[src/rtl/pipe_pkg.sv]
// Shared types and helpers for the execute-stage hazard controller.
// Defines forwarding-select encodings and the per-stage destination shadow record.
package pipe_pkg;

  localparam int unsigned REG_AW = 5;

  localparam logic [1:0] FWD_RF  = 2'b00;
  localparam logic [1:0] FWD_MEM = 2'b01;
  localparam logic [1:0] FWD_WB  = 2'b10;

  typedef struct packed {
    logic              v;
    logic [REG_AW-1:0] rd;
    logic              we;
    logic              ld;
  } stage_info;

  // x0 is hardwired zero, so it never counts as a produced value.
  function automatic logic dest_match(stage_info s, logic [REG_AW-1:0] r);
    return s.v && s.we && (s.rd != '0) && (s.rd == r);
  endfunction

  // The younger producer (in EX) wins over the older one (in MEM).
  function automatic logic [1:0] fwd_sel(stage_info ex, stage_info mem,
                                         logic use_r, logic [REG_AW-1:0] r);
    if (!use_r)                        return FWD_RF;
    if (dest_match(ex, r) && !ex.ld)   return FWD_MEM;
    if (dest_match(mem, r))            return FWD_WB;
    return FWD_RF;
  endfunction

endpackage

[src/rtl/sat_counter.sv]
// Saturating up-counter: holds at all-ones instead of wrapping.
module sat_counter #(
  parameter int unsigned W = 16
) (
  input  logic         clk,
  input  logic         rst_n,
  input  logic         inc,
  output logic [W-1:0] count
);

  logic [W-1:0] count_q;

  // NOTE: sequential state uses non-blocking assignments so every flop samples pre-edge values.
  always_ff @(posedge clk or negedge rst_n) begin
    if (!rst_n) begin
      count_q <= '0;
    end else if (inc && (count_q != '1)) begin
      count_q <= count_q + 1'b1;
    end
  end

  assign count = count_q;

endmodule

[src/rtl/ex_hazard_ctrl.sv]
// Execute-stage hazard controller: tracks EX/MEM/WB destinations to drive
// operand forwarding, load-use stalls, jump-redirect flushes and perf counters.
module ex_hazard_ctrl
  import pipe_pkg::*;
#(
  parameter int unsigned CNT_W = 16
) (
  input  logic              clk,
  input  logic              rst_n,
  input  logic              id_valid,
  input  logic [REG_AW-1:0] id_rs1,
  input  logic [REG_AW-1:0] id_rs2,
  input  logic              id_use_rs1,
  input  logic              id_use_rs2,
  input  logic [REG_AW-1:0] id_write_reg,
  input  logic              id_reg_wrenable,
  input  logic              id_mem_to_reg,
  input  logic              ex_redirect,
  output logic              pc_wrenable,
  output logic              if_id_wrenable,
  output logic              if_id_flush,
  output logic              id_ex_bubble,
  output logic [1:0]        fwd_a,
  output logic [1:0]        fwd_b,
  output logic              ex_valid,
  output logic [CNT_W-1:0]  stall_count,
  output logic [CNT_W-1:0]  flush_count
);

  stage_info  ex_q, ex_d, mem_q, wb_q;
  logic [1:0] fwd_a_q, fwd_a_d, fwd_b_q, fwd_b_d;
  logic       redirect, load_use, bubble;
  logic       stall_inc;

  // NOTE: every always_comb output gets a default first, so no path can infer a latch.
  always_comb begin
    redirect = ex_redirect && ex_q.v;
    load_use = id_valid && ex_q.ld &&
               ((id_use_rs1 && dest_match(ex_q, id_rs1)) ||
                (id_use_rs2 && dest_match(ex_q, id_rs2)));
    bubble   = redirect || load_use;

    pc_wrenable    = 1'b1;
    if_id_wrenable = 1'b1;
    if_id_flush    = 1'b0;
    id_ex_bubble   = 1'b0;
    if (redirect) begin
      if_id_flush  = 1'b1;
      id_ex_bubble = 1'b1;
    end else if (load_use) begin
      pc_wrenable    = 1'b0;
      if_id_wrenable = 1'b0;
      id_ex_bubble   = 1'b1;
    end

    ex_d    = '0;
    fwd_a_d = FWD_RF;
    fwd_b_d = FWD_RF;
    if (!bubble) begin
      ex_d = '{v: id_valid, rd: id_write_reg, we: id_reg_wrenable, ld: id_mem_to_reg};
      if (id_valid) begin
        fwd_a_d = fwd_sel(ex_q, mem_q, id_use_rs1, id_rs1);
        fwd_b_d = fwd_sel(ex_q, mem_q, id_use_rs2, id_rs2);
      end
    end
  end

  // Shadow stages always advance; only IF/ID is ever held.
  always_ff @(posedge clk or negedge rst_n) begin
    if (!rst_n) begin
      ex_q    <= '0;
      mem_q   <= '0;
      wb_q    <= '0;
      fwd_a_q <= FWD_RF;
      fwd_b_q <= FWD_RF;
    end else begin
      ex_q    <= ex_d;
      mem_q   <= ex_q;
      wb_q    <= mem_q;
      fwd_a_q <= fwd_a_d;
      fwd_b_q <= fwd_b_d;
    end
  end

  assign fwd_a    = fwd_a_q;
  assign fwd_b    = fwd_b_q;
  assign ex_valid = ex_q.v;

  // A redirect squashes the ID instruction, so a coincident load-use is not a stall.
  assign stall_inc = load_use && !redirect;

  sat_counter #(.W(CNT_W)) u_stall_cnt (
    .clk   (clk),
    .rst_n (rst_n),
    .inc   (stall_inc),
    .count (stall_count)
  );

  sat_counter #(.W(CNT_W)) u_flush_cnt (
    .clk   (clk),
    .rst_n (rst_n),
    .inc   (redirect),
    .count (flush_count)
  );

  // WB shadow and MEM load flag are kept for pipeline visibility; no decision here reads them.
  logic unused_shadow;
  assign unused_shadow = ^{wb_q, mem_q.ld};

endmodule

[config.mk]
export PLATFORM = sky130hd
export DESIGN_NAME = ex_hazard_ctrl
export DESIGN_NICKNAME = d
export VERILOG_FILES = /design/src/rtl/pipe_pkg.sv /design/src/rtl/sat_counter.sv /design/src/rtl/ex_hazard_ctrl.sv
export SDC_FILE = /design/constraint.sdc
export NUM_CORES = 1
export LEC_CHECK = 0
export CORE_MARGIN = 3
export CORE_UTILIZATION = 45
export CTS_BUF_LIST = sky130_fd_sc_hd__clkbuf_8
export DETAILED_ROUTE_END_ITERATION = 10
export MAX_ROUTING_LAYER = met4
export PLACE_DENSITY = 0.81
export SYNTH_ARGS = -nofsm -noshare
export SYNTH_HDL_FRONTEND = slang
export SYNTH_SLANG_ARGS = --single-unit
[constraint.sdc]
create_clock -name clk -period 3.4 [get_ports clk]
set_input_delay 0.68 -clock clk [delete_from_list [all_inputs] [get_ports clk]]
set_output_delay 0.68 -clock clk [all_outputs]
set_load 0.1 [all_outputs]
# After elaboration in Yosys (flattened, before gate mapping)
# Index checks and enable logic that the tools add are counted.
# word_totals
output_inout_bits,41
wordCells,89
in_bits,23
regBits,51
# op_classes
n_eq_ne,6
mux,46
n_reduce_logical,24
addsub,2
# ops
operator,count
"adder 16 x 1 -> 16 bit, second input constant",2
two-way mux 2 bit,16
"inequality test 16 bit, second input constant",2
two-way mux 1 bit,29
equality test 5 bit,4
logical AND 1 bit,18
nonzero test 5 bit,2
two-way mux 8 bit,1
logical NOT 1 bit,2
logical OR 1 bit,2

# Logic depth before layout (Yosys ltp)
# Gate-level depths: netlist (run 1).
# depth
depth_word,20
ltp_mapped,8
mapped_depth_nobuf,7

# Cells and area by module
# Synthesis (run 1) repeated with hierarchy kept, for this count alone.
# unflattened
cells_unflattened,234
hier_area_um2,2642.5
# modules_own_cells
mod,area_each_um2,cells_per_inst,instances,seq_area_each_um2
sat_counter,859.6,72,2,400.4
ex_hazard_ctrl,923.4,90,1,475.5

# Worst setup path before layout (run 1)
# OpenSTA, ideal clock, no wires.
# synth_path
path_type,register -> output
startpoint,reg ex_q (netlist bit ex_valid)
endpoint,out pc_wrenable
required_time_ps,2720
arrival_ps,2738
stages_incl_launch_ff,8
setup_slack_ps,-18
n_path_buf,3
cell_sequence,dfrtp_1 nand4_1 or4_1 o31a_1 buf_6 buf_6 or2_2 buf_4
# synth_between
elab_chain_cells,8
elab_cells_between_ends,11
classes_between,mux (2); reduce/logical (9)
# synth_lines
item,line_no,text
from (decl),ex_hazard_ctrl.sv:30,"stage_info ex_q, ex_d, mem_q, wb_q;"
from (signal assigned),ex_hazard_ctrl.sv:71,ex_q <= '0;
from (signal assigned),ex_hazard_ctrl.sv:77,ex_q <= ex_d;
logical AND 1 bit (3 in series),pipe_pkg.sv:20,return s.v && s.we && (s.rd != '0) && (s.rd == r);
"logical AND 1 bit, on equally long branches","ex_hazard_ctrl.sv:39, ex_hazard_ctrl.sv:40",
logical OR 1 bit,ex_hazard_ctrl.sv:39,"((id_use_rs1 && dest_match(ex_q, id_rs1)) ||"
logical AND 1 bit,ex_hazard_ctrl.sv:38,load_use = id_valid && ex_q.ld &&
two-way mux 1 bit,-,
two-way mux 1 bit *,-,
to (decl),ex_hazard_ctrl.sv:19,"output logic pc_wrenable,"
# Mark *: on every way between the ends. The rest lies on a longest branch, timed or not.

# Final worst setup path (run 1)
# layout_path
startpoint,in id_rs2[4]
endpoint,out id_ex_bubble
# layout_between
elab_chain_cells,7
# layout_lines
item,line_no,text
from (decl),ex_hazard_ctrl.sv:12,"input logic [REG_AW-1:0] id_rs2,"
equality test 5 bit,pipe_pkg.sv:20,
logical AND 1 bit,pipe_pkg.sv:20,
logical AND 1 bit,ex_hazard_ctrl.sv:40,"(id_use_rs2 && dest_match(ex_q, id_rs2)));"
logical OR 1 bit,ex_hazard_ctrl.sv:39,
logical AND 1 bit,ex_hazard_ctrl.sv:38,
two-way mux 1 bit,ex_hazard_ctrl.sv:50,end else if (load_use) begin
two-way mux 1 bit,ex_hazard_ctrl.sv:47,if (redirect) begin
to (decl),ex_hazard_ctrl.sv:22,"output logic id_ex_bubble,"
# No other way between the ends.

==> impl_metrics.py, run 1 <==
metrics = {
    "finish": {
        "fin_area_sq_um": 3230,
        "final_core_util_pct": 62.1,
        "nets": 321,
        "layout-drive-gt1-share_pct": 20.9,
        "area_growth_pct": 31.5,
        "antenna_cells": 0,
        "final_common_cell": "dfrtp_1",
        "ff_latch_area_sq_um": 1280,
        "layout.cells.non_filler": 367,
        "final_cell_mix": "50 x dfrtp_1, 39 x buf_4, 30 x xor2_1",
        "nFillCells": 440,
        "multi_input_area_sq_um": 1120,
    },
    "routing": {
        "routed_via_density": 5.24,
        "dr.first_iter.drc_count": 58,
        "wire_per_inst_um": 14.6,
        "drc": 0,
        "ant_nets": 0,
        "vias": 1924,
        "drtPass1Iterations": 4,
        "wl_mm": 5.36,
    },
    "synthesis": {
        "post-synth-top-area-cell": "dfrtp_1",
        "synth_xor_area_share_pct": 17.8,
        "synth_compound_area_share_pct": 2.14,
        "synth_edf_count": 0,
        "ys_warn_count": 0,
        "synthAdderAreaFrac_pct": 1.02,
        "seq_area_frac_synth_pct": 51.9,
        "synth_cells": 226,
        "syn_nets": 251,
        "syn_area_per_cell_sq_um": 10.9,
        "synthTopCellsByArea": "dfrtp_1 52%, xor2_1 11%, xnor2_1 7.1%, nand3_1 4.7%, nand2_1 2.6%",
        "yosys.area.top_type_share_pct": 51.9,
        "muxShareOfSynthArea_pct": 0.458,
        "ys_types": 35,
        "synth_top_family_by_area": "simple AND/OR/NAND/NOR gates",
        "yosys.area_share.simple_pct": 24.3,
        "synth-async-reset-ratio_pct": 100,
        "ys.flop_type": "dfrtp_1",
        "ys_ff_latch": 51,
        "syn_area_sq_um": 2460,
    },
    "power_and_ir_drop": {
        "power.leakage_uw": 0.00151,
        "ir_drop_v": 0.00100,
        "power.density_nw_per_um2": 475,
    },
    "sta": {
        "hold_violations": 0,
        "max_slew_margin_pct": 35.8,
        "rsz0062_at_grt": "no",
        "drv_slew": 0,
        "holdWs_ps": 410,
        "finClkSkew_ps": 6.54,
        "setup_viol": 0,
        "worst_pin_slew_ps": 960,
        "min_period_ps": 3310,
        "tns_ps": 0,
        "period_share_pct": 97.3,
        "fmax_ghz": 0.302,
    },
    "worst_hold_path": {
        "hp-class": "input pin to asynchronous set/reset pin",
    },
    "status": {
        "outcome": "completed",
    },
    "die": {
        "pin_count": 64,
        "die_area_sq_um": 6390,
        "rows": 26,
        "die-width_um": 79.9,
        "coreArea_sq_um": 5200,
        "floorplan.initialDensity_pct": 47.2,
        "fp.dieH_um": 79.9,
    },
    "placed_design": {
        "placedCellCount": 359,
        "dp_hpwl_mm": 4.09,
        "portBuffers": 63,
        "place_area_sq_um": 3120,
        "gp_congestion": 0.913,
    },
    "critical_path": {
        "cp-end-kind": "output pin",
        "crit_fanout": 9,
        "path_class": "input pin to output pin",
        "critPathLaunchType": "input pin",
        "crit_arrival_ps": 2630,
        "rr_worst_depth": 7,
        "required_ps": 2720,
    },
    "grt": {
        "grtUsageTotal_pct": 18.1,
        "grt_overflow": 0,
        "grt_max_degree": 31,
        "first_global_vias": 1794,
        "grt_pass1_wl_mm": 8.71,
        "antenna_found_initial": 0,
    },
    "flow_run": {
        "cap_viol_max_count": 0,
    },
    "clock_tree": {
        "path_clk_slew_ps": 90,
        "ctsHoldBuffers": 0,
        "cts_tree": "done",
        "insertion_delay_ps": 300,
        "cts_max_path_buffers": 2,
        "cts_buffers": 5,
        "clock_sinks": 51,
        "cts-root-buf": "clkbuf_8",
        "cts_resized": 0,
        "ctsHtreeMaxLevel": 2,
        "post_cts_buffers": 0,
    },
}
==> per-stage QoR <==
step | worst slack, ps | power, uW
3_3_place_gp | 122 | 1120
3_5_place_dp | 92.2 | 1120
5_1_grt | 3.15 | 1610
6_report | 91.1 | 1530
4_1_cts | 92.2 | 1550
2_1_floorplan | 131 | 996
==> cells in the mapped netlist, types with 2 or more instances <==
master	count
nor4_1	9
and4_1	2
nand2_1	17
inv_1	4
nor3_2	3
and3_1	2
or4_1	7
and2_1	8
nor3_1	9
ha_1	2
dfrtp_1	51
xor2_1	30
buf_6	2
or3_1	2
nand3_1	23
nand4_1	9
nor2_1	9
xnor2_1	20
==> per-layer routing <==
metal  GRT usage [%]  routed length, um  up-vias
met1            24.1               2410      923
met2            28.3               2580       57
met3            3.05                275        9
li1                -                  -      935
met4            5.91                 94        0
met5               -                  0        -
==> report_power, final <==
group / total (uW) / leakage, uW / internal (uW) / switching (uW)
registers: 702 / 0.000672 / 646 / 56.1
logic: 406 / 0.000782 / 109 / 296
clock network: 427 / 0.0000587 / 223 / 203
total: 1530 / 0.00151 / 978 / 556
==> path summary, 6_finish.rpt <==
| path | startpoint | to | slack (ps) |
|---|---|---|---|
| worst min-delay path | rst_n | fwd_b[1] | 410 |
| worst min register to register | ex_q[2] | mem_q[2] | 490 |
| min in group clk | ex_q[2] | mem_q[2] | 490 |
| max in group asynchronous | rst_n | u_stall_cnt.count[7] | 2380 |
| worst max register to register | ex_q[3] | u_stall_cnt.count[1] | 1070 |
| worst max-delay path | id_rs2[4] | id_ex_bubble | 90 |
==> registers in the layout, indices dropped and copies added (netlist names) <==
name,cells
u_flush_cnt.count,16
fwd_a,2
ex_q,7
u_stall_cnt.count,16
fwd_b,2
ex_valid,1
mem_q,7
==> worst max-delay path: stages <==
cell and delay (ps):
clkdlybuf4s50_1 510, xnor2_1 130, nand2_1 80, or4_1 500, o31a_1 160, o21a_4 270
inv_2 110, buf_12 180
==> final cells by class <==
cell class | instances | area share [%]
inverter | 5 | 0.580
tap | 70 | 2.71
sequential | 51 | 39.5
clock buffer | 5 | 2.13
multi-input combinational | 165 | 34.8
clock inverter | 3 | 1.47
timing repair buffer | 68 | 18.8
==> cells by family (layout without fill, tap and decap cells) <==
group,after synthesis,count (layout)
AO/OA/AOI/OAI,6,6
XOR/XNOR,50,50
adder cells (fa/ha/maj),2,2
buffers and inverters,10,81
flip-flops,51,51
multiplexers,1,1
AND/OR/NAND/NOR,106,106
(Power assumes the default switching activity.)
==> run 2: changes to the inputs <==
Settings changed: CELL_PAD_IN_SITES_DETAIL_PLACEMENT set to 1, CELL_PAD_IN_SITES_GLOBAL_PLACEMENT set to 2, CORE_UTILIZATION 45 to 31, PLACE_DENSITY 0.81 to 0.87.
==> run 2 against run 1 <==
Register-to-register slack got worse by 60 ps. Routed wire length increased by 11%. Critical endpoint is now pc_wrenable. Maximum frequency decreased by 0.23%. Clock power decreased by 23%. Highest routed layer unchanged. Die area increased by 41%. Sequential cell count unchanged. Largest cell class unchanged. Worst setup slack got worse by 7.5 ps. Critical path type unchanged. Sequential share of layout area decreased by 0.12 points.
==> impl_metrics.py, run 2 (same netlist as run 1, synthesis figures left out) <==
metrics = {
    "status": {
        "outcome": "completed",
    },
    "finish": {
        "layout-drive-gt1-share_pct": 21.1,
        "final_core_util_pct": 43.3,
        "ff_latch_area_sq_um": 1280,
        "final_cell_mix": "50 x dfrtp_1, 41 x buf_4, 30 x xor2_1",
        "antenna_cells": 0,
        "nets": 322,
        "area_growth_pct": 31.9,
        "nFillCells": 857,
        "final_common_cell": "dfrtp_1",
        "multi_input_area_sq_um": 1120,
    },
    "grt": {
        "grt_overflow": 0,
        "antenna_found_initial": 0,
        "grt_pass1_wl_mm": 10.0,
        "first_global_vias": 2036,
        "grt_max_degree": 22,
        "grtUsageTotal_pct": 14.7,
    },
    "clock_tree": {
        "cts_buffers": 5,
        "cts_tree": "done",
        "ctsHoldBuffers": 0,
        "clock_sinks": 51,
        "cts_resized": 0,
        "post_cts_buffers": 0,
        "cts_max_path_buffers": 2,
        "insertion_delay_ps": 300,
        "ctsHtreeMaxLevel": 2,
        "path_clk_slew_ps": 90,
        "cts-root-buf": "clkbuf_8",
    },
    "critical_path": {
        "critPathLaunchType": "input pin",
        "reg2reg_to": "u_stall_cnt.count[1]",
        "crit_chain": "clkdlybuf4s50_1 > xnor2_1 > nand2_1 > or4_1 > o31a_1 > or2_2 > buf_12",
        "required_ps": 2720,
        "reg2reg_slack_ps": 1010,
        "crit_slowest_cell": "clkdlybuf4s50_1",
        "rr_worst_depth": 7,
        "critPathMaxStageDelay_ps": 510,
        "setup.worst_path.end": "pc_wrenable",
        "crit_fanout": 3,
        "setup.worst_path.start": "id_rs2[1]",
        "reg2reg_from": "u_stall_cnt.count[0]",
        "path_class": "input pin to output pin",
        "cp-end-kind": "output pin",
        "crit_arrival_ps": 2640,
    },
    "sta": {
        "max_slew_margin_pct": 35.8,
        "period_share_pct": 97.5,
        "worst_pin_slew_ps": 960,
        "tns_ps": 0,
        "rsz0062_at_grt": "no",
        "finClkSkew_ps": 13.0,
        "setup_viol": 0,
        "fin_ws_ps": 83.5,
        "min_period_ps": 3320,
        "holdWs_ps": 341,
        "fmax_ghz": 0.302,
        "drv_slew": 0,
        "hold_violations": 0,
    },
    "die": {
        "pin_count": 64,
        "floorplan.initialDensity_pct": 32.8,
        "fp.dieH_um": 95.1,
        "die_area_sq_um": 9040,
        "die-width_um": 95.1,
        "coreArea_sq_um": 7490,
        "rows": 31,
    },
    "power_and_ir_drop": {
        "ir_drop_v": 0.000728,
        "power.leakage_uw": 0.00151,
        "total_power_uw": 1440,
        "power.density_nw_per_um2": 445,
    },
    "flow_run": {
        "cap_viol_max_count": 0,
    },
    "routing": {
        "drtPass1Iterations": 4,
        "dr.first_iter.drc_count": 35,
        "vias": 1922,
        "ant_nets": 0,
        "wl_mm": 5.97,
        "routed_via_density": 4.84,
        "drc": 0,
        "wire_per_inst_um": 15.0,
    },
    "placed_design": {
        "dp_slack_ps": 67.1,
        "dp_hpwl_mm": 4.72,
        "gp_congestion": 0.815,
        "portBuffers": 63,
    },
    "worst_hold_path": {
        "hp-class": "input pin to asynchronous set/reset pin",
    },
}
==> run 2: worst min path at each step <==
stage | cells after the start | slack (ps) | startpoint | endpoint
finish | 1 | 340 | rst_n | u_stall_cnt.count[8]
global route | 1 | 350 | rst_n | u_stall_cnt.count[8]
CTS | 1 | 330 | rst_n | u_stall_cnt.count[5]
detailed placement | 0 | 460 | ex_q[1] | mem_q[1]
global placement | 0 | 460 | ex_q[1] | mem_q[1]
floorplan | 0 | 380 | rst_n | ex_q[0]
==> run 2: critical path: cells and delay by family <==
kind	cells	cell delay, ps
and+or+nand+nor	3	970
AOI/OAI and AO/OA	1	150
buffers and inverters	2	700
xor gates and xnor gates	1	130
==> run 2: final cells by class <==
| class | instances | area share [%] |
|---|---|---|
| clock buffers | 5 | 2.12 |
| clock inverters | 3 | 0.502 |
| inverters | 5 | 0.579 |
| multi-input cells | 165 | 34.7 |
| flip-flops and latches | 51 | 39.4 |
| well taps | 99 | 3.82 |
| repair buffers | 69 | 18.9 |
==> run 2: metrics by stage <==
stage               area (sq um)  std cells
floorplan                   2460        226
global placement            3160        389
detailed placement          3160        389
CTS                         3240        397
global route                3240        397
finish                      3240        397
==> run 2: metal layers <==
metal	share of wire, %	vias up	global-route usage [%]
met3	4.3	4	3.31
li1	-	931	-
met2	49	36	24.0
met4	0.57	0	3.61
met5	0	-	-
met1	46	951	18.7
==> run 2: where the power goes <==
part / switching [uW] / internal (uW) / total, uW
sequential: 56.7 / 646 / 703
clock: 187 / 141 / 329
combinational: 300 / 111 / 411
total: 544 / 898 / 1440
==> run 3: changes to the inputs <==
Settings changed: CORE_MARGIN 3 to 4, CORE_UTILIZATION 31 to 33, PLACE_DENSITY 0.87 to 0.89, SYNTH_HIERARCHICAL set to 1.
==> run 3 against run 2 <==
Die area increased by 5.2%. Synthesized area increased by 7.5%. Total power increased by 13%. Register-to-register slack got worse by 600 ps. Clock-buffer cell count unchanged. Synthesized cell count increased by 3.5%. Sequential power increased by 2%. Global-route usage increased by 0.47 points. Cell count increased by 5.8%.
==> impl_metrics.py, run 3 <==
metrics = {
    "status": {
        "outcome": "completed",
    },
    "routing": {
        "routed_via_density": 5.05,
        "drtPass1Iterations": 4,
        "wire_per_inst_um": 15.8,
        "wl_mm": 6.65,
        "drc": 0,
        "vias": 2120,
        "ant_nets": 0,
        "dr.first_iter.drc_count": 65,
    },
    "sta": {
        "worst_pin_slew_ps": 961,
        "drv_slew": 0,
        "setup_viol": 0,
        "hold_violations": 0,
        "rsz0062_at_grt": "no",
        "period_share_pct": 97.2,
        "finClkSkew_ps": 5.22,
        "max_slew_margin_pct": 35.7,
        "tns_ps": 0,
        "min_period_ps": 3300,
        "holdWs_ps": 389,
        "fmax_ghz": 0.303,
    },
    "grt": {
        "first_global_vias": 2274,
        "grt_overflow": 0,
        "grt_max_degree": 52,
        "grtUsageTotal_pct": 15.2,
        "grt_pass1_wl_mm": 11.6,
        "antenna_found_initial": 0,
    },
    "critical_path": {
        "critPathMaxStageDelay_ps": 520,
        "path_class": "input pin to output pin",
        "critPathBufInv": 3,
        "required_ps": 2720,
        "cp-end-kind": "output pin",
        "crit_family": "buffers and inverters",
        "reg2reg_from": "ex_q[6]",
        "crit_arrival_ps": 2620,
        "reg2reg_slack_ps": 410,
        "crit_chain": "clkdlybuf4s50_1 > xor2_1 > or4_4 > a2111oi_4 > buf_4 > or2_2 > buf_12",
        "crit_slowest_cell": "or4_4",
        "critPathLaunchType": "input pin",
        "crit_fanout": 2,
        "setup.worst_path.start": "id_rs2[3]",
    },
    "synthesis": {
        "seq_area_frac_synth_pct": 48.3,
        "ys_warn_count": 6,
        "ys_types": 40,
        "syn_area_sq_um": 2640,
        "ys_ff_latch": 51,
        "yosys.area.top_type_share_pct": 48.3,
        "ys.flop_type": "dfrtp_1",
        "synth_edf_count": 0,
        "syn_nets": 259,
        "post-synth-top-area-cell": "dfrtp_1",
        "synth-async-reset-ratio_pct": 100,
        "synth_cells": 234,
        "synthMostInstantiatedCell": "dfrtp_1",
        "netlist_top_cells_count": "51 x dfrtp_1, 22 x nand2_1, 19 x xor2_1",
        "synthTopCellsByArea": "dfrtp_1 48%, xor2_1 6.3%, xnor2_1 5.0%, nand4_1 3.8%, nor4_4 3.2%",
        "syn_area_per_cell_sq_um": 11.3,
    },
    "die": {
        "coreArea_sq_um": 7770,
        "floorplan.initialDensity_pct": 34.0,
        "fp.dieH_um": 97.5,
        "die-width_um": 97.5,
        "pin_count": 64,
        "die_area_sq_um": 9500,
        "rows": 32,
    },
    "clock_tree": {
        "ctsHtreeMaxLevel": 2,
        "ctsHoldBuffers": 0,
        "cts_max_path_buffers": 2,
        "clock_sinks": 51,
        "path_clk_slew_ps": 100,
        "cts_buffers": 5,
        "insertion_delay_ps": 300,
        "cts-root-buf": "clkbuf_8",
        "cts_tree": "done",
    },
    "finish": {
        "ff_latch_area_sq_um": 1280,
        "final_common_cell": "dfrtp_1",
        "nets": 342,
        "nFillCells": 881,
        "area_growth_pct": 35.8,
        "fin_area_sq_um": 3590,
        "final_cell_mix": "51 x dfrtp_1, 49 x buf_4, 22 x clkdlybuf4s50_1",
        "antenna_cells": 0,
        "layout-drive-gt1-share_pct": 28.3,
        "multi_input_area_sq_um": 1360,
    },
    "worst_hold_path": {
        "hp-class": "flop to flop",
        "min_from": "ex_q[1]",
    },
    "placed_design": {
        "dp_hpwl_mm": 5.11,
        "gp_congestion": 0.802,
        "place_area_sq_um": 3450,
        "portBuffers": 63,
    },
    "power_and_ir_drop": {
        "power.leakage_uw": 0.00165,
        "ir_drop_v": 0.000295,
        "total_power_uw": 1620,
        "power.density_nw_per_um2": 452,
    },
    "flow_run": {
        "cap_viol_max_count": 0,
    },
}
[run 3: changes by cell type in the layout (fill, tap and decap cells not counted), sizes merged, moves of 5 or more]
cell   change
nand4     +11
xor2      -11
buf        +9
o21a       +9
nor2       +8
and2       -7
nand3      -7
nor3       -6
a21oi      +5
a31oi      +5
nand2      +5
or4        -5
xnor2      -5
[run 3: cells by family (layout without fill, tap and decap cells)]
group | count (synthesis) | count (layout) | synth area share (%)
xor+xnor | 34 | 34 | 11.3
simple gates | 108 | 108 | 27.5
fa+ha+maj | 2 | 2 | 0.947
buf+inv | 5 | 89 | 1.14
mux | 2 | 2 | 0.852
compound gates | 32 | 32 | 9.99
flops | 51 | 51 | 48.3
[run 3: cell type report]
class / count / area share [%]
multi-input cells: 178 / 38.0
clock inverters: 3 / 1.29
flip-flops and latches: 51 / 35.6
inverters: 2 / 0.209
repair buffers: 79 / 19.5
well taps: 102 / 3.56
clock buffers: 5 / 1.92
[run 3: path summary, 6_finish.rpt]
path / end / cells after the start
max: id_ex_bubble / 7
min: mem_q[1] / 0
max reg2reg: u_stall_cnt/count[5] / 11
min reg2reg: mem_q[1] / 0
max in group asynchronous: mem_q[5] / 2
min in group asynchronous: u_flush_cnt/count[9] / 2
[run 3: metrics by stage]
step | instances | worst slack [ps] | util, %
3_5_place_dp | 411 | -173 | 44.4
6_report | 420 | 95.3 | 46.2
4_1_cts | 420 | 2.61 | 46.0
3_3_place_gp | 411 | -103 | 44.4
2_1_floorplan | 234 | 44.1 | -
5_1_grt | 420 | 0.0600 | 46.2
[run 3: metal layers]
| metal | up-vias | part of all wire, % | track usage [%] | routed length [um] |
|---|---|---|---|---|
| li1 | 1035 | - | - | - |
| met1 | 1038 | 47 | 20.2 | 3130 |
| met2 | 42 | 49 | 24.1 | 3250 |
| met3 | 5 | 3.4 | 3.23 | 226 |
| met4 | 0 | 0.66 | 3.19 | 44 |
| met5 | - | 0 | - | 0 |
[run 3: worst register-to-register path: cells and delay by family (launching register included)]
kind / cells / cell delay [ps]
and+or+nand+nor: 5 / 1430
AOI/OAI and AO/OA: 3 / 540
DFF: 1 / 450
buffers and inverters: 2 / 270
xor gates and xnor gates: 1 / 220
[run 3: repair_timing]
| item | CTS | global route |
|---|---|---|
| gates resized for setup | 4 | 3 |
| pin swaps | 2 | 2 |
| setup endpoints to repair | 3 | 10 |
| buffers inserted | 1 | 0 |
[run 3: power breakdown]
group          internal [uW]  switching, uW  leakage [uW]  total, uW
logic                    123            354      0.000916        477
clock network            222            204     0.0000548        426
registers                651           68.5      0.000677        719
total                    995            627       0.00165       1620
